[config.mk]
export PLATFORM = sky130hd
export DESIGN_NAME = program_counter_register
export DESIGN_NICKNAME = d
export VERILOG_FILES = /design/src/rtl/program_counter_register.sv
export SDC_FILE = /design/constraint.sdc
export NUM_CORES = 1
export LEC_CHECK = 0
export ABC_AREA = 1
export BUFFER_PORTS_ARGS = -buffer_cell sky130_fd_sc_hd__buf_4
export CORE_AREA = 5 5 42 44
export DETAILED_ROUTE_END_ITERATION = 8
export DIE_AREA = 0 0 47 49
export PLACE_DENSITY = 0.46
export SLEW_MARGIN = 10
export SYNTH_ARGS = -nofsm -noshare
export SYNTH_HDL_FRONTEND = slang
export SYNTH_SLANG_ARGS = --single-unit
[constraint.sdc]
create_clock -name clk -period 0.8 [get_ports clk]
set_input_delay 0.12 -clock clk [delete_from_list [all_inputs] [get_ports clk]]
set_output_delay 0.12 -clock clk [all_outputs]
set_load 0.02 [all_outputs]
[src/rtl/program_counter_register.sv]
// Program counter register: holds the current instruction address for fetch.
// The next address is computed upstream; this block only captures it.
//
// Ports:
//   clk      - system clock, all updates on rising edge
//   rst      - synchronous active-high reset, loads RESET_ADDR
//   pc_en    - load enable, captures addr_in on the rising edge when high
//   addr_in  - next PC value from fetch/branch logic
//   addr_out - current PC, driven straight from the register
module program_counter_register #(
  parameter int unsigned ADDR_W     = 6,
  parameter int unsigned RESET_ADDR = 0
) (
  input  logic              clk,
  input  logic              rst,
  input  logic              pc_en,
  input  logic [ADDR_W-1:0] addr_in,
  output logic [ADDR_W-1:0] addr_out
);

  // Boot address truncated to the address width; callers keep it in range.
  localparam logic [ADDR_W-1:0] RESET_VAL = ADDR_W'(RESET_ADDR);

  logic [ADDR_W-1:0] pc_q;

  // PC flop: reset has priority over the load enable.
  always_ff @(posedge clk) begin
    if (rst) begin
      pc_q <= RESET_VAL;
    end else if (pc_en) begin
      pc_q <= addr_in;
    end
  end

  assign addr_out = pc_q;

endmodule

Yosys cells after proc, flatten, opt, wreduce, memory -nomap -nowiden
Index checks and enable logic that the tools add are counted.
{"block": "totals", "ff_bits": 6, "output_inout_bits": 6, "word_cells": 1}

Longest topological paths before layout
Gate-level depths: netlist (run 1).
{"block": "depth", "ltp_word": 0, "depth_mapped": 4}

Worst setup path after synthesis (run 1)
Ideal clock, no wire load.
{"block": "synth_timing", "path_kind": "reg2reg", "start": "register, netlist name addr_out[3]", "end": "register pc_q[3] (netlist: addr_out[3])", "setup_ns": 0.064, "t_arrival_ns": 0.569, "required_time_ns": 0.736, "setup_slack_ns": 0.168, "path_stages_with_launch": 3, "path_buffers": 0, "path_cell_list": "dfxtp_1 > nor2_1 > nor2_1"}
{"item": "end signal: assignment", "line_no": "31", "text": "pc_q <= addr_in;"}
{"item": "end: declaration", "line_no": "24", "text": "logic [ADDR_W-1:0] pc_q;"}

Final worst setup path (run 1)
{"block": "layout_timing", "start": "register pc_q[5] (netlist: addr_out[5])", "end": "output port addr_out[5]"}
{"item": "end: declaration", "line_no": "18", "text": "output logic [ADDR_W-1:0] addr_out"}
No word-level cell between the ends.

==> flow_summary.yaml, run 1 <==
layout:
  fillerInstances: 159
  syn2layout_area_growth_pct: 67.2
  fin_area_sq_um: 414
  utilization_pct: 29.6
  layout.nets: 65
  drive_above_1_share_pct: 42.6
  diodes: 0
  largest_reg_flops: 6
synthesis:
  synth_top_area_share_pct: 48.5
  synth_top_family_by_area: "simple AND/OR/NAND/NOR gates"
  seq_area_frac_synth_pct: 48.5
  synth_xor_area_share_pct: 0
  synth_area_leaders: "dfxtp_1, nand2_1, nor2_1, inv_1, buf_6"
  synth_compound_area_share_pct: 0
  synth_seq_cells: 6
  yosysTopAreaCell: "dfxtp_1"
  synthMuxAreaShare_pct: 0
  synthAdderAreaFrac_pct: 0
  yosysUniqueCellTypes: 5
  avgSynthCellArea_sq_um: 6.52
  syn-instance-count: 38
  synth_nets: 47
  ys_warn_count: 0
  synth-simple-area-share_pct: 36.4
  syn_area_sq_um: 248
routing:
  first_pass_iters: 2
  drtAntennaViolNets: 0
  avgViaCountPerCell: 3.67
  first_iter_violations: 2
  wl_per_cell_um: 8.39
  vias: 257
  drc: 0
  wl_um: 587
critical_path:
  worst-path-max-fanout: 2
  crit_path_top_delay_cell: "dfxtp_2"
  critPathKind: "reg2out"
  critPathMaxStageDelay_ns: 0.33
  cp_top_family: "flip-flops"
  r2r_slack_ns: 0.24
  crit_required_ns: 0.68
  crit_path_start_kind: "register"
  crit_chain: "buf_6"
  end_kind: "output pin"
  path_buf_inv: 1
  cp.arrival_ns: 0.69
timing:
  drv_slew: 0
  worst_slew_pin_slew_ns: 0.178
  relSlewSlack_pct: 88.1
  finClkSkew_ns: 0
  worst_slack_ns: -0.0116
  setup_viol: 6
  finalHoldViolCount: 0
  fin_crit_ns: 0.812
  fmax_mhz: 1230
  finalCritPeriodShare_pct: 101
  grt_setup_unrepaired: "yes"
global_route:
  grt_pass1_vias: 214
  grt_pass1_wl_um: 897
  grt-ovfl-total: 0
  gr-usage-all-layers_pct: 6.14
  antenna_found_initial: 0
  grt_max_degree: 13
cts:
  htree_levels: 1
  clkTransAtPathRegs_ns: 0.05
  cts-root-buf: "clkbuf_4"
  cts_max_path_buffers: 2
  insertion_delay_ns: 0.25
  cts.sinks: 6
  cts_tree: "built"
  cts_made_buffers: 3
run:
  max_cap_violations: 0
die:
  die_area_sq_um: 2300
  io_pins: 15
  core_area_sq_um: 1400
  die_h_um: 49
  initial_core_util_pct: 17.7
  core.rowCount: 14
  die_w_um: 47
power_and_ir_drop:
  ir_drop_mv: 0.751
  p_per_area_nw_per_um2: 1880
  p_leak_nw: 0.234
placement:
  io_buffer_count: 14
  finalWeightedCongestion: 0.611
  hpwl_um: 412
  placed_area_sq_um: 362
outcome:
  status: "complete, but fails checks"
  violations: "setup timing"
hold_path:
  hp-class: "in2reg"
cells in the final DEF, fill, tap and decap left out, drive strengths merged:
master	instances
clkbuf	3
nand2	12
inv	7
dfxtp	6
buf	14
nor2	12
per-stage QoR:
stage / hold slack, ns / cells / power, mW / TNS [ns] / setup WS (ns)
finish: 0.159 / 70 / 0.779 / -0.0540 / -0.0116
floorplan: 0.275 / 38 / 0.410 / 0 / 0.168
global route: 0.159 / 70 / 0.832 / -0.245 / -0.0437
global placement: 0.408 / 67 / 0.475 / 0 / 0.200
CTS: 0.150 / 70 / 0.804 / -0.153 / -0.0278
detailed placement: 0.416 / 67 / 0.475 / 0 / 0.201
per-layer routing:
metal,GRT usage [%],up-vias,share of wire (%)
li1,-,138,-
met1,6.86,102,45
met2,6.11,15,38
met3,6.27,2,16
met4,5.53,0,0.85
met5,0,-,0
cell families (layout without fill, tap and decap cells):
kind of cell / after synthesis / in the layout
flops: 6 / 6
simple gates: 24 / 24
buf+inv: 8 / 24
final timing paths:
kind                             startpoint          end  cells after the start
worst max-delay path            addr_out[5]  addr_out[5]                      1
worst min-delay path             addr_in[5]  addr_out[5]                      5
worst max register to register  addr_out[3]  addr_out[3]                      2
worst min register to register  addr_out[0]  addr_out[0]                      2
layout make-up:
class	instances	area, sq um	share of cell area, %
tap	16	20.0	4.83
clock buffer	3	22.5	5.44
timing repair buffer	14	128	30.8
inverter	7	26.3	6.34
multi-input combinational	24	90.1	21.8
sequential	6	128	30.8
repair_timing:
action / in CTS / in global routing
buffers inserted: 0 / 0
hold buffers: 0 / 0
hold endpoints to repair: 0 / 0
gates resized for setup: 12 / 0
endpoints found under the setup margin: 6 / 6
gates cloned: 0 / 0
cells in the mapped netlist:
cell type / instances
buf_6: 1
dfxtp_1: 6
inv_1: 7
nand2_1: 12
nor2_1: 12
power by group:
| part | switching (mW) | internal [mW] | leakage, nW |
|---|---|---|---|
| sequential | 0.0140 | 0.325 | 0.0516 |
| clock | 0.120 | 0.170 | 0.0138 |
| combinational | 0.0690 | 0.0800 | 0.168 |
(Power assumes the default switching activity.)
==> inputs of run 2 (changes only) <==
--- a/config.mk
+++ b/config.mk
@@ -5,12 +5,11 @@
 export SDC_FILE = /design/constraint.sdc
 export NUM_CORES = 1
 export LEC_CHECK = 0
-export ABC_AREA = 1
 export BUFFER_PORTS_ARGS = -buffer_cell sky130_fd_sc_hd__buf_4
 export CORE_AREA = 5 5 42 44
 export DETAILED_ROUTE_END_ITERATION = 8
 export DIE_AREA = 0 0 47 49
-export PLACE_DENSITY = 0.46
+export PLACE_DENSITY = 0.43
 export SLEW_MARGIN = 10
 export SYNTH_ARGS = -nofsm -noshare
 export SYNTH_HDL_FRONTEND = slang
==> run 2 against run 1 <==
Net effect:
- the flow still finishes with violations (setup timing)
- clock-buffer cell count unchanged
- largest power group unchanged
- combinational power down 14%
- critical endpoint is now addr_out[2]
- worst setup slack improved by 0.0054 ns
- highest routed layer unchanged
- critical path type unchanged
- die area unchanged
- flip-flop and latch count stayed put
- synthesized cell count shrank 50%
==> flow_summary.yaml, run 2 <==
synthesis:
  synth_top_area_share_pct: 56.1
  async_flop_share_pct: 0
  synth_common_cells: "dfxtp_1, mux2i_1, nor2_1"
  synth_nets: 28
  syn_area_sq_um: 214
  seq_area_frac_synth_pct: 56.1
  yosysTopAreaCell: "dfxtp_1"
  synth_seq_cells: 6
  syn-instance-count: 19
  avgSynthCellArea_sq_um: 11.3
  yosysUniqueCellTypes: 4
  synth_edf_count: 0
  synth_area_leaders: "dfxtp_1, mux2i_1, nor2_1, buf_6"
  ys_warn_count: 0
  synthFlopType: "dfxtp_1"
layout:
  layout_commonest_cell: "buf_4"
  diodes: 0
  final_cell_mix: "buf_4, mux2i_1, nor2_1, dfxtp_2, buf_6"
  syn2layout_area_growth_pct: 77.8
  drive_above_1_share_pct: 65.7
  utilization_pct: 27.1
  layout.nets: 46
  largest_reg_flops: 6
timing:
  finClkSkew_ns: 0
  holdWs_ns: 0.0823
  worst_slack_ns: -0.00620
  fin_crit_ns: 0.806
  worst_slew_pin_slew_ns: 0.134
  fin_tns_setup_ns: -0.00620
  finalHoldViolCount: 0
  setup_viol: 1
  finalCritPeriodShare_pct: 101
  fmax_mhz: 1240
  grt_setup_unrepaired: "yes"
  drv_slew: 0
  relSlewSlack_pct: 90.8
cts:
  insertion_delay_ns: 0.24
  htree_levels: 1
  cts.sinks: 6
  cts_max_path_buffers: 2
  cts-root-buf: "clkbuf_4"
  hold_buffers: 0
  clkTransAtPathRegs_ns: 0.04
  cts_tree: "built"
  cts_made_buffers: 3
die:
  die_area_sq_um: 2300
  die_w_um: 47
  initial_core_util_pct: 15.3
  die_h_um: 49
  core_area_sq_um: 1400
  core.rowCount: 14
  io_pins: 15
power_and_ir_drop:
  p_int_mw: 0.565
  ir_drop_mv: 0.765
  switchingPower_mw: 0.166
  pwr-share-comb_pct: 17.4
  p_leak_nw: 0.187
  pwr-share-clk_pct: 36.9
  p_per_area_nw_per_um2: 1920
  power_frac_seq_pct: 45.6
  p_sw_share_pct: 22.7
placement:
  io_buffer_count: 14
  finalWeightedCongestion: 0.670
  place_ws_ns: 0.157
critical_path:
  cp.arrival_ns: 0.69
  path_buf_inv: 1
  end_kind: "output pin"
  crit_required_ns: 0.68
  critPathKind: "reg2out"
  r2r_slack_ns: 0.19
  cp_top_family: "flip-flops"
  crit_path_start_kind: "register"
  crit_path_top_delay_cell: "dfxtp_2"
  critPathMaxStageDelay_ns: 0.33
  worst-path-max-fanout: 2
  crit_chain: "buf_6"
routing:
  drtAntennaViolNets: 0
  avgViaCountPerCell: 3.88
  first_iter_violations: 3
  wl_um: 509
  first_pass_iters: 2
  wl_per_cell_um: 9.98
  drc: 0
  vias: 198
global_route:
  top_usage_layer: "met1"
  antenna_found_initial: 0
  gr-usage-all-layers_pct: 6.07
  grtUsageMet3_pct: 6.64
  grt_max_degree: 7
  grt-ovfl-total: 0
  use_met2_pct: 6.33
  grt_pass1_wl_um: 848
  grt_pass1_vias: 198
  grt.met1_usage_pct: 6.86
outcome:
  violations: "setup timing"
  status: "complete, but fails checks"
hold_path:
  hp-class: "in2reg"
run:
  max_cap_violations: 0
==> run 2: changes by cell type in the layout (fill, tap and decap cells not counted), sizes merged <==
cell,previous run,this run
inv,7,0
mux2i,0,6
nand2,12,0
nor2,12,6
==> run 2: cell families after synthesis <==
| group | share of synthesized area [%] |
|---|---|
| buffers and inverters | 5.26 |
| muxes | 28.1 |
| and+or+nand+nor | 10.5 |
| DFF | 56.1 |
==> run 2: final cells by class <==
cell class	instances	area, sq um
Tap cell	16	20.0
Timing Repair Buffer	14	128
Fill cell	154	1020
Sequential cell	6	128
Multi-Input combinational cell	12	82.6
Clock buffer	3	22.5
==> run 2: worst paths after layout <==
kind,cells past startpoint,end,start
max,1,addr_out[2],addr_out[2]
min,2,addr_out[3],rst
max reg2reg,2,addr_out[1],addr_out[1]
min reg2reg,2,addr_out[4],addr_out[4]
==> run 2: per-layer routing <==
metal  vias up  routed length [um]
li1         96                   -
met1        79                 208
met2        18                 176
met3         5                 108
met4         0                  15
met5         -                   0
==> run 2: power by group through the flow <==
stage	Combinational (mW)	Clock, mW	Sequential (mW)
final	0.128	0.270	0.334
after global routing	0.138	0.335	0.336
after CTS	0.130	0.287	0.334
after detailed placement	0.119	0	0.332
after global placement	0.116	0	0.331
after floorplan	0.0356	0	0.354
==> run 2: through the flow <==
stage                     power, mW  cells  instance area [sq um]
after detailed placement      0.451     48                    328
final                         0.731     51                    380
after global routing          0.809     51                    380
after global placement        0.448     48                    328
after CTS                     0.750     51                    380
after floorplan               0.389     19                    214
==> run 2: repair_timing <==
action	4_1_cts	5_1_grt
setup endpoints to repair	6	6
resized for setup	12	0
hold endpoints to repair	0	0
buffers inserted	0	0
==> inputs of run 3 (changes only) <==
--- a/config.mk
+++ b/config.mk
@@ -10,6 +10,7 @@
 export DETAILED_ROUTE_END_ITERATION = 8
 export DIE_AREA = 0 0 47 49
 export PLACE_DENSITY = 0.43
+export REMOVE_ABC_BUFFERS = 1
 export SLEW_MARGIN = 10
 export SYNTH_ARGS = -nofsm -noshare
 export SYNTH_HDL_FRONTEND = slang
==> run 3 against run 2 <==
Net effect:
- the flow still finishes with violations (setup timing)
- global-route usage down 0.64 points
- utilization unchanged
- flip-flop and latch count unchanged
- routed wire length up 6.5%
- die area unchanged
- register-to-register slack about the same
- combinational power about the same
- clock skew unchanged
- total power up 1.5%
- largest cell class unchanged
==> flow_summary.yaml, run 3 (synthesis results as in run 2) <==
power_and_ir_drop:
  total_power_mw: 0.742
  ir_drop_mv: 0.697
  p_leak_nw: 0.187
  p_per_area_nw_per_um2: 1950
cts:
  insertion_delay_ns: 0.24
  cts_made_buffers: 3
  clkTransAtPathRegs_ns: 0.05
  cts_max_path_buffers: 2
  hold_buffers: 0
  cts_tree: "built"
  htree_levels: 1
  post-cts-setup-buffers: 0
  cts.sinks: 6
  cts-root-buf: "clkbuf_4"
timing:
  worst_slack_ns: -0.00378
  grt_setup_unrepaired: "yes"
  fin_crit_ns: 0.804
  drv_slew: 0
  finClkSkew_ns: 0
  finalCritPeriodShare_pct: 100
  relSlewSlack_pct: 91.2
  finalHoldViolCount: 0
  fmax_mhz: 1240
  worst_slew_pin_slew_ns: 0.129
  setup_viol: 4
  holdWs_ns: 0.0835
layout:
  layout.nets: 46
  largest_reg_flops: 6
  diodes: 0
  final_cell_mix: "buf_4, mux2i_1, nor2_1, dfxtp_2, buf_6"
  syn2layout_area_growth_pct: 77.8
  layout_commonest_cell: "buf_4"
  drive_above_1_share_pct: 65.7
global_route:
  antenna_found_initial: 0
  grt-ovfl-total: 0
  grt.met1_usage_pct: 6.19
  grt_pass1_wl_um: 841
  use_met2_pct: 6.11
  top_usage_layer: "met1"
  grtUsageMet3_pct: 5.90
  gr-usage-all-layers_pct: 5.43
  grt_pass1_vias: 204
  grt_max_degree: 7
critical_path:
  path_buf_inv: 1
  cp.depth: 1
  worst-path-max-fanout: 2
  critPathKind: "reg2out"
  critPathMaxStageDelay_ns: 0.33
  r2r.worst_path.cells: 2
  crit_path_start_kind: "register"
  end_kind: "output pin"
  cp_top_family: "flip-flops"
  crit_required_ns: 0.68
  crit_chain: "buf_6"
  cp.arrival_ns: 0.68
  crit_path_top_delay_cell: "dfxtp_2"
die:
  core_area_sq_um: 1400
  initial_core_util_pct: 15.3
  die_h_um: 49
  die_w_um: 47
  core.rowCount: 14
  io_pins: 15
  die_area_sq_um: 2300
routing:
  wl_per_cell_um: 10.6
  drtAntennaViolNets: 0
  first_pass_iters: 1
  avgViaCountPerCell: 3.75
  first_iter_violations: 0
  drc: 0
  wl_um: 542
  vias: 191
placement:
  finalWeightedCongestion: 0.764
  io_buffer_count: 14
outcome:
  status: "complete, but fails checks"
  violations: "setup timing"
hold_path:
  hold_depth: 2
  hp-class: "in2reg"
run:
  max_cap_violations: 0
run 3: cell counts in the layout (fill, tap and decap cells not counted):
No cell type changed its count.
run 3: final cells by class:
type / instances / area (sq um)
Multi-Input combinational cell: 12 / 82.6
Timing Repair Buffer: 14 / 128
Clock buffer: 3 / 22.5
Tap cell: 16 / 20.0
Sequential cell: 6 / 128
Fill cell: 156 / 1020
run 3: power breakdown:
group          internal [mW]  total [mW]  switching, mW
registers              0.322       0.333         0.0116
clock network          0.170       0.281          0.111
logic                 0.0741       0.129         0.0545
total                  0.565       0.742          0.177
run 3: worst paths after layout:
path | startpoint | end | slack [ns]
setup / recovery | addr_out[1] | addr_out[1] | -0.004
hold / removal | rst | addr_out[0] | 0.08
setup reg to reg | addr_out[2] | addr_out[2] | 0.19
hold reg to reg | addr_out[3] | addr_out[3] | 0.49
run 3: per-layer routing:
layer	up-vias	wire length [um]	part of all wire, %
met5	-	0	0
li1	95	-	-
met2	15	178	33
met4	0	0	0
met1	81	246	45
met3	0	117	22
run 3: timing repair:
item / 4_1_cts / 5_1_grt
gates resized for setup: 12 / 0
pin swaps: 0 / 0
setup endpoints to repair: 6 / 6
run 3: per-stage QoR:
| step | TNS [ns] | worst slack (ns) | std cells | utilization (%) | cell area, sq um |
|---|---|---|---|---|---|
| CTS | -0.0879 | -0.0165 | 51 | 27.1 | 380 |
| finish | -0.00767 | -0.00378 | 51 | 27.1 | 380 |
| floorplan | 0 | 0.155 | 18 | - | 203 |
| global route | -0.186 | -0.0361 | 51 | 27.1 | 380 |
| global placement | 0 | 0.191 | 48 | 23.4 | 328 |
| detailed placement | 0 | 0.173 | 48 | 23.4 | 328 |
